## config.mk

```make
export PLATFORM = sky130hd
export DESIGN_NAME = gbc_vram_dma_flat
export DESIGN_NICKNAME = d
export VERILOG_FILES = /design/src/rtl/gbc_vram_dma_if.sv /design/src/rtl/gbc_vram_dma.sv /design/src/flat_wrapper.sv
export SDC_FILE = /design/constraint.sdc
export NUM_CORES = 1
export LEC_CHECK = 0
export CORE_AREA = 8 8 106 108
export CTS_BUF_LIST = sky130_fd_sc_hd__clkbuf_16
export CTS_CLUSTER_DIAMETER = 50
export DETAILED_ROUTE_END_ITERATION = 10
export DIE_AREA = 0 0 114 116
export PLACE_DENSITY = 0.58
export SYNTH_ARGS = -nofsm -noshare
export SYNTH_HDL_FRONTEND = slang
export SYNTH_SLANG_ARGS = --single-unit
export TNS_END_PERCENT = 10
```

## constraint.sdc

```tcl
create_clock -name clk -period 2.05 [get_ports clk]
set_input_delay 0.3075 -clock clk [delete_from_list [all_inputs] [get_ports clk]]
set_output_delay 0.3075 -clock clk [all_outputs]
set_load 0.05 [all_outputs]
```

## src/rtl/gbc_vram_dma_if.sv

```systemverilog
// Memory-side port bundle of the GBC VRAM DMA engine.
// Separate read and write request/ack channels to the arbiter.
interface gbc_vram_dma_if;
  logic        mem_rd_req;
  logic [15:0] mem_rd_addr;
  logic        mem_rd_ack;
  logic [7:0]  mem_rd_data;
  logic        mem_wr_req;
  logic [15:0] mem_wr_addr;
  logic [7:0]  mem_wr_data;
  logic        mem_wr_ack;

  modport master (
    output mem_rd_req, mem_rd_addr,
    input  mem_rd_ack, mem_rd_data,
    output mem_wr_req, mem_wr_addr, mem_wr_data,
    input  mem_wr_ack
  );

  modport slave (
    input  mem_rd_req, mem_rd_addr,
    output mem_rd_ack, mem_rd_data,
    input  mem_wr_req, mem_wr_addr, mem_wr_data,
    output mem_wr_ack
  );
endinterface

```

## src/rtl/gbc_vram_dma.sv

```systemverilog
// GBC VRAM DMA engine (FF51-FF55), GDMA and HDMA modes.
// Bytes move through a req/ack read phase, then a req/ack write phase.
module gbc_vram_dma #(
  parameter int          BLOCK_BYTES   = 16,
  parameter int          LEN_BITS      = 7,
  parameter logic [15:0] TGT_BASE      = 16'h8000,
  parameter int          TGT_SPAN_BITS = 13
) (
  input  logic        clk,
  input  logic        reset,
  input  logic        sel_reg,
  input  logic [3:0]  addr,
  input  logic        wr,
  input  logic [7:0]  din,
  output logic [7:0]  dout,
  input  logic [1:0]  lcd_mode,
  input  logic        lcd_on,
  output logic        cpu_halt,
  output logic        busy,
  output logic        done,
  gbc_vram_dma_if.master mem
);
  localparam int CW = $clog2(BLOCK_BYTES);
  localparam int BW = LEN_BITS + 1;
  localparam int TW = TGT_SPAN_BITS;

  typedef enum logic [2:0] {
    S_IDLE, S_WAIT_HB, S_RD, S_WR, S_DONE
  } state_t;

  state_t          state_q, state_d;
  logic            rd_req_q, rd_req_d;
  logic            wr_req_q, wr_req_d;
  logic [15:0]     src_ptr_q;
  logic [TW-1:0]   tgt_off_q;
  logic [BW-1:0]   blk_left_q;
  logic [CW-1:0]   byte_cnt_q;
  logic            hdma_q;
  logic            hb_armed_q;
  logic            cancel_q;
  logic [7:0]      data_q;

  logic w51, w52, w53, w54, w55;
  logic cfg_ok, xfer_on;
  logic rd_fire, wr_fire, last_byte, hb_go;
  logic hdma_cancel, hdma_reload, cancel_now;
  logic [BW-1:0] blk_new;

  assign w51 = sel_reg && wr && addr == 4'd1;
  assign w52 = sel_reg && wr && addr == 4'd2;
  assign w53 = sel_reg && wr && addr == 4'd3;
  assign w54 = sel_reg && wr && addr == 4'd4;
  assign w55 = sel_reg && wr && addr == 4'd5;

  assign cfg_ok  = state_q == S_IDLE || state_q == S_WAIT_HB;
  assign xfer_on = state_q == S_WAIT_HB || state_q == S_RD ||
                   state_q == S_WR;

  assign rd_fire   = rd_req_q && mem.mem_rd_ack;
  assign wr_fire   = wr_req_q && mem.mem_wr_ack;
  assign last_byte = byte_cnt_q == CW'(BLOCK_BYTES - 1);
  assign hb_go     = (hb_armed_q && lcd_mode == 2'd0) || !lcd_on;

  assign hdma_cancel = w55 && !din[7] && hdma_q && xfer_on;
  assign hdma_reload = w55 && din[7] && hdma_q && xfer_on;
  assign cancel_now  = cancel_q || hdma_cancel;
  assign blk_new     = BW'(din[LEN_BITS-1:0]) + BW'(1);

  assign mem.mem_rd_req  = rd_req_q;
  assign mem.mem_rd_addr = src_ptr_q;
  assign mem.mem_wr_req  = wr_req_q;
  assign mem.mem_wr_addr = TGT_BASE | 16'(tgt_off_q);
  assign mem.mem_wr_data = data_q;

  // state and request registers
  always_ff @(posedge clk) begin
    if (reset) begin
      state_q  <= S_IDLE;
      rd_req_q <= 1'b0;
      wr_req_q <= 1'b0;
    end else begin
      state_q  <= state_d;
      rd_req_q <= rd_req_d;
      wr_req_q <= wr_req_d;
    end
  end

  // next state; requests rise one cycle after entry, drop after ack
  always_comb begin
    state_d = state_q;
    unique case (state_q)
      S_IDLE:
        if (w55) state_d = din[7] ? S_WAIT_HB : S_RD;
      S_WAIT_HB:
        if (hdma_cancel) state_d = S_IDLE;
        else if (hb_go)  state_d = S_RD;
      S_RD:
        if (rd_fire) state_d = S_WR;
      S_WR:
        if (wr_fire) begin
          if (cancel_now)
            state_d = S_IDLE;
          else if (last_byte && blk_left_q == BW'(1))
            state_d = S_DONE;
          else if (last_byte && hdma_q)
            state_d = S_WAIT_HB;
          else
            state_d = S_RD;
        end
      S_DONE:
        state_d = S_IDLE;
      default:
        state_d = S_IDLE;
    endcase
    rd_req_d = state_q == S_RD && !rd_fire;
    wr_req_d = state_q == S_WR && !wr_fire;
  end

  // status outputs and register read-back
  always_comb begin
    cpu_halt = state_q == S_RD || state_q == S_WR;
    busy     = state_q != S_IDLE;
    done     = state_q == S_DONE;
    dout     = 8'hFF;
    if (sel_reg && addr == 4'd5)
      dout = {state_q == S_IDLE, 7'(blk_left_q - BW'(1))};
  end

  // pointers, counters, mode flags and data latch
  always_ff @(posedge clk) begin
    if (reset) begin
      src_ptr_q  <= 16'hFFF0;
      tgt_off_q  <= {{(TW-4){1'b1}}, 4'h0};
      blk_left_q <= '0;
      byte_cnt_q <= '0;
      hdma_q     <= 1'b0;
      hb_armed_q <= 1'b0;
      cancel_q   <= 1'b0;
      data_q     <= 8'h00;
    end else begin
      if (cfg_ok && w51) begin
        src_ptr_q[15:8] <= din;
        src_ptr_q[3:0]  <= 4'h0;
      end
      if (cfg_ok && w52) begin
        src_ptr_q[7:4] <= din[7:4];
        src_ptr_q[3:0] <= 4'h0;
      end
      if (cfg_ok && w53) begin
        tgt_off_q[TW-1:8] <= din[TW-9:0];
        tgt_off_q[3:0]    <= 4'h0;
      end
      if (cfg_ok && w54) begin
        tgt_off_q[7:4] <= din[7:4];
        tgt_off_q[3:0] <= 4'h0;
      end
      if (state_q == S_IDLE && w55) begin
        blk_left_q <= blk_new;
        byte_cnt_q <= '0;
        hdma_q     <= din[7];
        cancel_q   <= 1'b0;
      end else if (hdma_reload) begin
        blk_left_q <= blk_new;
      end
      if (hdma_cancel && state_q != S_WAIT_HB)
        cancel_q <= 1'b1;
      if (rd_fire)
        data_q <= mem.mem_rd_data;
      if (wr_fire) begin
        src_ptr_q  <= src_ptr_q + 16'd1;
        tgt_off_q  <= tgt_off_q + TW'(1);
        byte_cnt_q <= byte_cnt_q + CW'(1);
        if (last_byte && !hdma_reload)
          blk_left_q <= blk_left_q - BW'(1);
      end
      if (state_q == S_IDLE && w55)
        hb_armed_q <= din[7];
      else if (state_q == S_WAIT_HB && hb_go && !hdma_cancel)
        hb_armed_q <= 1'b0;
      else if (lcd_mode != 2'd0)
        hb_armed_q <= 1'b1;
    end
  end
endmodule

```

## src/flat_wrapper.sv

```systemverilog
// flat-port wrapper written by rule: the top's interface ports become plain ports
module gbc_vram_dma_flat 
#(
  parameter int          BLOCK_BYTES   = 16,
  parameter int          LEN_BITS      = 7,
  parameter logic [15:0] TGT_BASE      = 16'h8000,
  parameter int          TGT_SPAN_BITS = 13
)
  (clk, reset, sel_reg, addr, wr, din, dout, lcd_mode, lcd_on, cpu_halt, busy, done, mem_mem_rd_req, mem_mem_rd_addr, mem_mem_rd_ack, mem_mem_rd_data, mem_mem_wr_req, mem_mem_wr_addr, mem_mem_wr_data, mem_mem_wr_ack);
  gbc_vram_dma_if mem_i ();
  input  logic clk;
  input  logic reset;
  input  logic sel_reg;
  input  logic [3:0] addr;
  input  logic wr;
  input  logic [7:0] din;
  output logic [7:0] dout;
  input  logic [1:0] lcd_mode;
  input  logic lcd_on;
  output logic cpu_halt;
  output logic busy;
  output logic done;
  output wire logic [$bits(mem_i.mem_rd_req)-1:0] mem_mem_rd_req;
  output wire logic [$bits(mem_i.mem_rd_addr)-1:0] mem_mem_rd_addr;
  input wire logic [$bits(mem_i.mem_rd_ack)-1:0] mem_mem_rd_ack;
  input wire logic [$bits(mem_i.mem_rd_data)-1:0] mem_mem_rd_data;
  output wire logic [$bits(mem_i.mem_wr_req)-1:0] mem_mem_wr_req;
  output wire logic [$bits(mem_i.mem_wr_addr)-1:0] mem_mem_wr_addr;
  output wire logic [$bits(mem_i.mem_wr_data)-1:0] mem_mem_wr_data;
  input wire logic [$bits(mem_i.mem_wr_ack)-1:0] mem_mem_wr_ack;
  assign mem_mem_rd_req = mem_i.mem_rd_req;
  assign mem_mem_rd_addr = mem_i.mem_rd_addr;
  assign mem_i.mem_rd_ack = mem_mem_rd_ack;
  assign mem_i.mem_rd_data = mem_mem_rd_data;
  assign mem_mem_wr_req = mem_i.mem_wr_req;
  assign mem_mem_wr_addr = mem_i.mem_wr_addr;
  assign mem_mem_wr_data = mem_i.mem_wr_data;
  assign mem_i.mem_wr_ack = mem_mem_wr_ack;
  gbc_vram_dma #(.BLOCK_BYTES(BLOCK_BYTES), .LEN_BITS(LEN_BITS), .TGT_BASE(TGT_BASE), .TGT_SPAN_BITS(TGT_SPAN_BITS)) u_core (.clk(clk), .reset(reset), .sel_reg(sel_reg), .addr(addr), .wr(wr), .din(din), .dout(dout), .lcd_mode(lcd_mode), .lcd_on(lcd_on), .cpu_halt(cpu_halt), .busy(busy), .done(done), .mem(mem_i));
endmodule
```

==> flow_metrics.tcl, run 1 <==
set metrics [dict create \
    synth_async_sr_flop_share 0 \
    vias 3609 \
    netSwitchingPower_mw 0.704 \
    setup_slack_ps 41.3 \
    synth-edff-count 0 \
    seqPwrFrac 0.359 \
    place_hpwl_um 8050 \
    synth_adder_area_share 0.0230 \
    place_ws_ps -177 \
    h-tree-depth 3 \
    final-max-slew-violation-count 0 \
    fin_skew_ps 4.11 \
    drive_gt1_frac 0.183 \
    rsz0062_at_grt "yes" \
    placementRows 36 \
    end_kind "output port" \
    syn_avg_cell_area_um2 7.64 \
    drtIter0Drc 245 \
    cts_num_sinks 57 \
    die_y_um 116 \
    cp.required_ps 1740 \
    arrival_ps 1700 \
    grt_pass1_vias 3590 \
    syn2layout_area_growth_pct 49.8 \
    start_util 0.342 \
    synthDistinctLibCells 55 \
    critPathKind "flop to output port" \
    yosysSeqAreaShare 0.349 \
    p_int_mw 2.42 \
    slowest_stage "or3_1" \
    use_met2 0.281 \
    grt_max_degree 31 \
    busiest_layer "met2" \
    status "completed" \
    routed_via_density 5.26 \
    rrSetupSlack_ps 160 \
    ys_ff_latch 57 \
    relSlewSlack 0.636 \
    clkTransAtPathRegs_ps 60 \
    clockPowerShare 0.559 \
    pwr-share-comb 0.082 \
    routabilityCongestion 0.834 \
    start_kind "flop" \
    drc_errors 0 \
    nNetsFinal 583 \
    use_met1 0.204 \
    clockRootBuffer "clkbuf_16" \
    synth_top_family_by_area "simple AND/OR/NAND/NOR gates" \
    path_cells "buf_4, or3_1, nor2_1, xnor2_1, nand2_1, buf_4" \
    grt_usage 0.167 \
    finalCritPeriodShare 0.980 \
    wl_per_cell_um 15.7 \
    synth_compound_area_frac 0.240 \
    ir_worst_vdd_mv 0.368 \
    ys.flop_type "dfxtp_1" \
    n_antenna_cell 0 \
    p_leak_nw 1.94 \
    cts_setup_buffers 0 \
    hold_depth 2 \
    fin_crit_ps 2010 \
    grt_first_pass_wirelength_um 17900 \
    top_level_ports 82 \
    ant_nets 0 \
    antenna_found_initial 0 \
    synth_area_um2 3270 \
    cts_hold_buf 0 \
    die-area_um2 13200 \
    maxClockFrequency_ghz 0.498 \
    coreArea_um2 9550 \
    synthMuxAreaShare 0.0134 \
    hold_viol 0 \
    cts_tree "built" \
    yosys_warnings 0 \
    cts_inserted_buffers 9 \
    hold_class "primary input to flop" \
    gr-usage-met3 0.0532 \
    port_buffers 78 \
    syn-instance-count 428 \
    clockBufferDepth 2 \
    r2r.worst_path.cells 7 \
    hold_ws_ps 442 \
    synth-xor-area-share 0.0295 \
    power_density_nw_per_um2 639 \
    first_pass_iters 5 \
    worst_path_largest_cell_delay_ps 380 \
    path_max_fanout 5 \
    dieWidth_um 114 \
    switching_share 0.225 \
    grt_overflow 0 \
    max_slew.worst_pin.slew_ps 546 \
    finalSetupViolCount 0 \
    drt_wl_total_um 10800 \
    drv_cap 0 \
    clock_latency_ps 330 \
    cpMostUsedCell "buf_4" \
    synth-simple-area-share 0.304 \
]
[state kept, by name (all words and copies together), names as in the netlist]
| name | flops |
|---|---|
| u_core.mem.mem_rd_addr | 16 |
| u_core.blk_left_q | 8 |
| u_core.hdma_q | 1 |
| u_core.mem.mem_rd_req | 1 |
| u_core.byte_cnt_q | 4 |
| u_core.mem.mem_wr_req | 1 |
| u_core.mem.mem_wr_data | 8 |
| u_core.tgt_off_q | 13 |
| u_core.state_q | 3 |
| u_core.cancel_q | 1 |
| u_core.hb_armed_q | 1 |
[final timing paths]
path	startpoint	endpoint
max	u_core.blk_left_q[4]	dout[5]
min	reset	u_core.cancel_q
max reg2reg	u_core.byte_cnt_q[0]	u_core.blk_left_q[6]
min reg2reg	u_core.mem.mem_wr_data[1]	u_core.mem.mem_wr_data[1]
[worst max-delay path: cells and delay by family (launching register included)]
kind / cells / cell delay, ps
flops: 1 / 320
xor+xnor: 1 / 130
simple gates: 3 / 580
buf+inv: 2 / 330
[layout by cell type (no fill, tap or decap), drive strengths merged, types with 3 or more instances in the layout]
cell | Yosys | layout
nor4 | 6 | 6
or2 | 6 | 6
nand2 | 62 | 62
ha | 6 | 6
bufinv | 0 | 3
o21ai | 15 | 15
or3 | 9 | 9
o21bai | 16 | 16
buf | 6 | 65
o22ai | 7 | 7
a22oi | 3 | 3
and3 | 11 | 11
nand4 | 5 | 5
clkbuf | 17 | 9
o31ai | 3 | 3
a311oi | 4 | 4
nor2b | 3 | 3
and2 | 7 | 7
nand3 | 24 | 24
inv | 7 | 7
a21o | 3 | 3
xor2 | 4 | 4
conb | 2 | 3
nor2 | 34 | 34
dfxtp | 57 | 57
a211oi | 11 | 11
clkinv | 0 | 3
xnor2 | 7 | 7
o31a | 3 | 3
mux2 | 3 | 3
o2bb2ai | 3 | 3
a21oi | 36 | 36
nand2b | 6 | 6
nor3 | 17 | 17
clkdlybuf4s50 | 0 | 64
[through the flow]
stage	power [mW]	setup TNS [ps]	utilization	std cells	cell area (um2)
final	3.13	0	0.513	686	4900
after floorplan	1.26	0	-	429	3280
after CTS	3.15	0	0.509	686	4860
after global routing	3.22	-16.0	0.513	686	4900
after detailed placement	1.40	-2290	0.472	670	4510
after global placement	1.40	-1940	0.472	670	4510
[final cells by class]
type | instances | area (um2)
fill | 945 | 4650
multi-input combinational | 342 | 2040
timing repair buffer | 131 | 1180
sequential | 57 | 1140
clock buffer | 9 | 225
tap | 133 | 166
clock inverter | 7 | 119
inverter | 7 | 26.3
[per-layer routing]
layer | up-vias | wire length, um
met5 | - | 0
met4 | 0 | 151
met3 | 20 | 733
met2 | 110 | 5100
met1 | 1677 | 4790
li1 | 1802 | -
[Yosys cell counts (3+ instances only)]
cell type | number | area share
nand2_1 | 62 | 0.071
nand4_1 | 5 | 0.0096
and3_1 | 11 | 0.021
clkbuf_1 | 17 | 0.020
nor4_1 | 5 | 0.0096
xnor2_1 | 7 | 0.019
nor3_1 | 17 | 0.026
ha_1 | 6 | 0.023
inv_1 | 7 | 0.0080
and2_1 | 7 | 0.013
or2_2 | 6 | 0.011
o21bai_1 | 16 | 0.037
a21oi_1 | 35 | 0.054
o31a_1 | 3 | 0.0080
o21ai_0 | 15 | 0.023
o31ai_1 | 3 | 0.0069
dfxtp_1 | 57 | 0.35
nand2b_1 | 6 | 0.011
a311oi_1 | 4 | 0.011
mux2_2 | 3 | 0.010
xor2_1 | 4 | 0.011
buf_4 | 3 | 0.0069
or3_1 | 9 | 0.017
buf_2 | 3 | 0.0046
o22ai_1 | 7 | 0.013
nor2b_1 | 3 | 0.0057
a22oi_1 | 3 | 0.0069
o2bb2ai_1 | 3 | 0.0080
nor2_1 | 34 | 0.039
a211oi_1 | 10 | 0.023
nand3_1 | 24 | 0.037
a21o_1 | 3 | 0.0069
[power groups by stage]
| stage | Clock, mW | Sequential, mW | Combinational [mW] |
|---|---|---|---|
| after CTS | 1.78 | 1.12 | 0.254 |
| final | 1.75 | 1.12 | 0.256 |
| after detailed placement | 0 | 1.15 | 0.250 |
| after global routing | 1.82 | 1.12 | 0.275 |
| after floorplan | 0 | 1.16 | 0.105 |
| after global placement | 0 | 1.15 | 0.251 |
[kinds of logic after synthesis]
group | count (synthesis)
AOI/OAI and AO/OA | 118
xor gates and xnor gates | 11
adders and majority gates | 6
buffers and inverters | 30
DFF | 57
muxes | 4
other | 2
and+or+nand+nor | 200
[timing repair]
action                     4_1_cts  5_1_grt
setup endpoints to repair        8       13
resized for setup                1        9
hold endpoints to repair         0        0
(Power assumes the default switching activity.)
==> inputs of run 2 (changes only) <==
DONT_BUFFER_PORTS = 1   (was default)
PLACE_DENSITY = 0.47   (was 0.58)
clock period = 1.9 ns   (was 2.05 ns; I/O delays follow)
==> run 2 against run 1 <==
  * Sequential share of layout area increased by 3.6 points
  * Power shrank 2.1%
  * Non-clock buffer count fell by 58
  * Register-to-register slack got worse by 60 ps
  * Clock power decreased by 2%
  * Sequential power rose by 8%
  * Via count down 8.6%
  * First-iteration DRC count shrank 43%
  * Die area is the same
  * Routed wire length is 2.3% lower
  * Hold slack lost 420 ps
  * Critical path type unchanged
  * Largest cell class unchanged
  * Highest routed layer unchanged
==> flow_metrics.tcl, run 2 (synthesized netlist as in run 1, its figures left out) <==
set metrics [dict create \
    status "completed" \
    ir_worst_vdd_mv 0.344 \
    design_area_um2 4250 \
    nNetsFinal 525 \
    n_antenna_cell 0 \
    grt_first_pass_wirelength_um 16500 \
    gr-usage-met3 0.0532 \
    wl_per_cell_um 16.8 \
    setup_slack_ps 12.1 \
    path_max_fanout 4 \
    max_slew.worst_pin.slew_ps 571 \
    grt_usage 0.159 \
    routed_via_density 5.25 \
    finalSetupViolCount 0 \
    die_y_um 116 \
    routabilityCongestion 0.828 \
    drc_errors 0 \
    cpMostUsedCell "buf_6" \
    place_ws_ps 95.6 \
    clock_latency_ps 330 \
    arrival_ps 1600 \
    power_density_nw_per_um2 720 \
    drtIter0Drc 139 \
    grt_max_degree 58 \
    clkTransAtPathRegs_ps 50 \
    clockBufferDepth 2 \
    use_met2 0.261 \
    place_hpwl_um 7870 \
    slowest_stage "or3_4" \
    start_kind "flop" \
    end_kind "output port" \
    path_delay_family "simple AND/OR/NAND/NOR gates" \
    placed_cells 612 \
    grt_overflow 0 \
    dieWidth_um 114 \
    clockRootBuffer "clkbuf_16" \
    grt_pass1_vias 3183 \
    cts_tree "built" \
    use_met1 0.191 \
    syn2layout_area_growth_pct 30.0 \
    fin_crit_ps 1890 \
    start_util 0.342 \
    port_buffers 0 \
    cts_hold_buf 0 \
    final_common_cell "buf_4" \
    vias 3297 \
    layout.cells.non_filler 628 \
    worst_path_largest_cell_delay_ps 400 \
    h-tree-depth 3 \
    cp.required_ps 1620 \
    p_leak_nw 1.68 \
    largest_register_ffs 16 \
    drv_cap 0 \
    hold_viol 0 \
    placementRows 36 \
    antenna_found_initial 0 \
    layout_common_cells "buf_4 (69), nand2_1 (62), dfxtp_1 (53), a21oi_1 (35), nor2_1 (33)" \
    rsz0062_at_grt "yes" \
    cts_num_sinks 57 \
    place_area_um2 3890 \
    critPathKind "flop to output port" \
    hold_class "primary input to flop" \
    drt_wl_total_um 10500 \
    fin_skew_ps 4.85 \
    finalCritPeriodShare 0.994 \
    busiest_layer "met2" \
    cts_inserted_buffers 9 \
    power_mw 3.06 \
    relSlewSlack 0.619 \
    ant_nets 0 \
    die-area_um2 13200 \
    drive_gt1_frac 0.230 \
    n_fill_cell 1007 \
    crit_buf_inv 2 \
    final-max-slew-violation-count 0 \
    top_level_ports 82 \
    coreArea_um2 9550 \
    first_pass_iters 4 \
    path_cells "buf_6, or3_4, nor2_4, xnor2_1, nand2_1, buf_6" \
    maxClockFrequency_ghz 0.530 \
]
run 2: changes by cell type in the layout (fill, tap and decap cells not counted), moves of 3 or more:
cell	change
buf_4	+8
buf_6	+3
clkdlybuf4s50_1	-64
clkinv_2	+3
dfxtp_1	-3
dfxtp_2	+3
run 2: routing by layer:
metal | vias to the layer above | part of all wire
met2 | 73 | 0.47
met3 | 8 | 0.074
met1 | 1534 | 0.45
met5 | - | 0
met4 | 0 | 0.0069
li1 | 1682 | -
run 2: layout make-up:
type,instances,area [um2],area share
well taps,133,166,0.0392
clock buffers,9,225,0.0530
inverters,7,26.3,0.00618
clock inverters,7,86.3,0.0203
multi-input cells,342,2040,0.479
repair buffers,73,563,0.133
flip-flops and latches,57,1150,0.270
run 2: repair_timing:
item | 4_1_cts | 5_1_grt
gates resized for setup | 7 | 9
setup endpoints to repair | 2 | 11
pin swaps | 4 | 4
setup buffers | 0 | 0
run 2: stage by stage:
stage	utilization	TNS (ps)	hold WS, ps
finish	0.445	0	27.0
detailed placement	0.407	0	364
global placement	0.407	0	361
floorplan	-	-540	421
CTS	0.442	-29.4	10.6
global route	0.445	-110	5.99
run 2: final timing paths:
kind / endpoint / cells after the start / from / slack [ps]
worst max-delay path: dout[5] / 6 / u_core.blk_left_q[1] / 10
worst min-delay path: u_core.mem.mem_wr_data[1] / 1 / reset / 30
worst max register to register: u_core.blk_left_q[6] / 7 / u_core.byte_cnt_q[1] / 100
worst min register to register: u_core.state_q[2] / 1 / u_core.cancel_q / 470
run 2: power by group:
group,internal [mW],switching [mW]
clock,1.13,0.573
sequential,1.20,0.00805
combinational,0.0583,0.0828
total,2.40,0.664
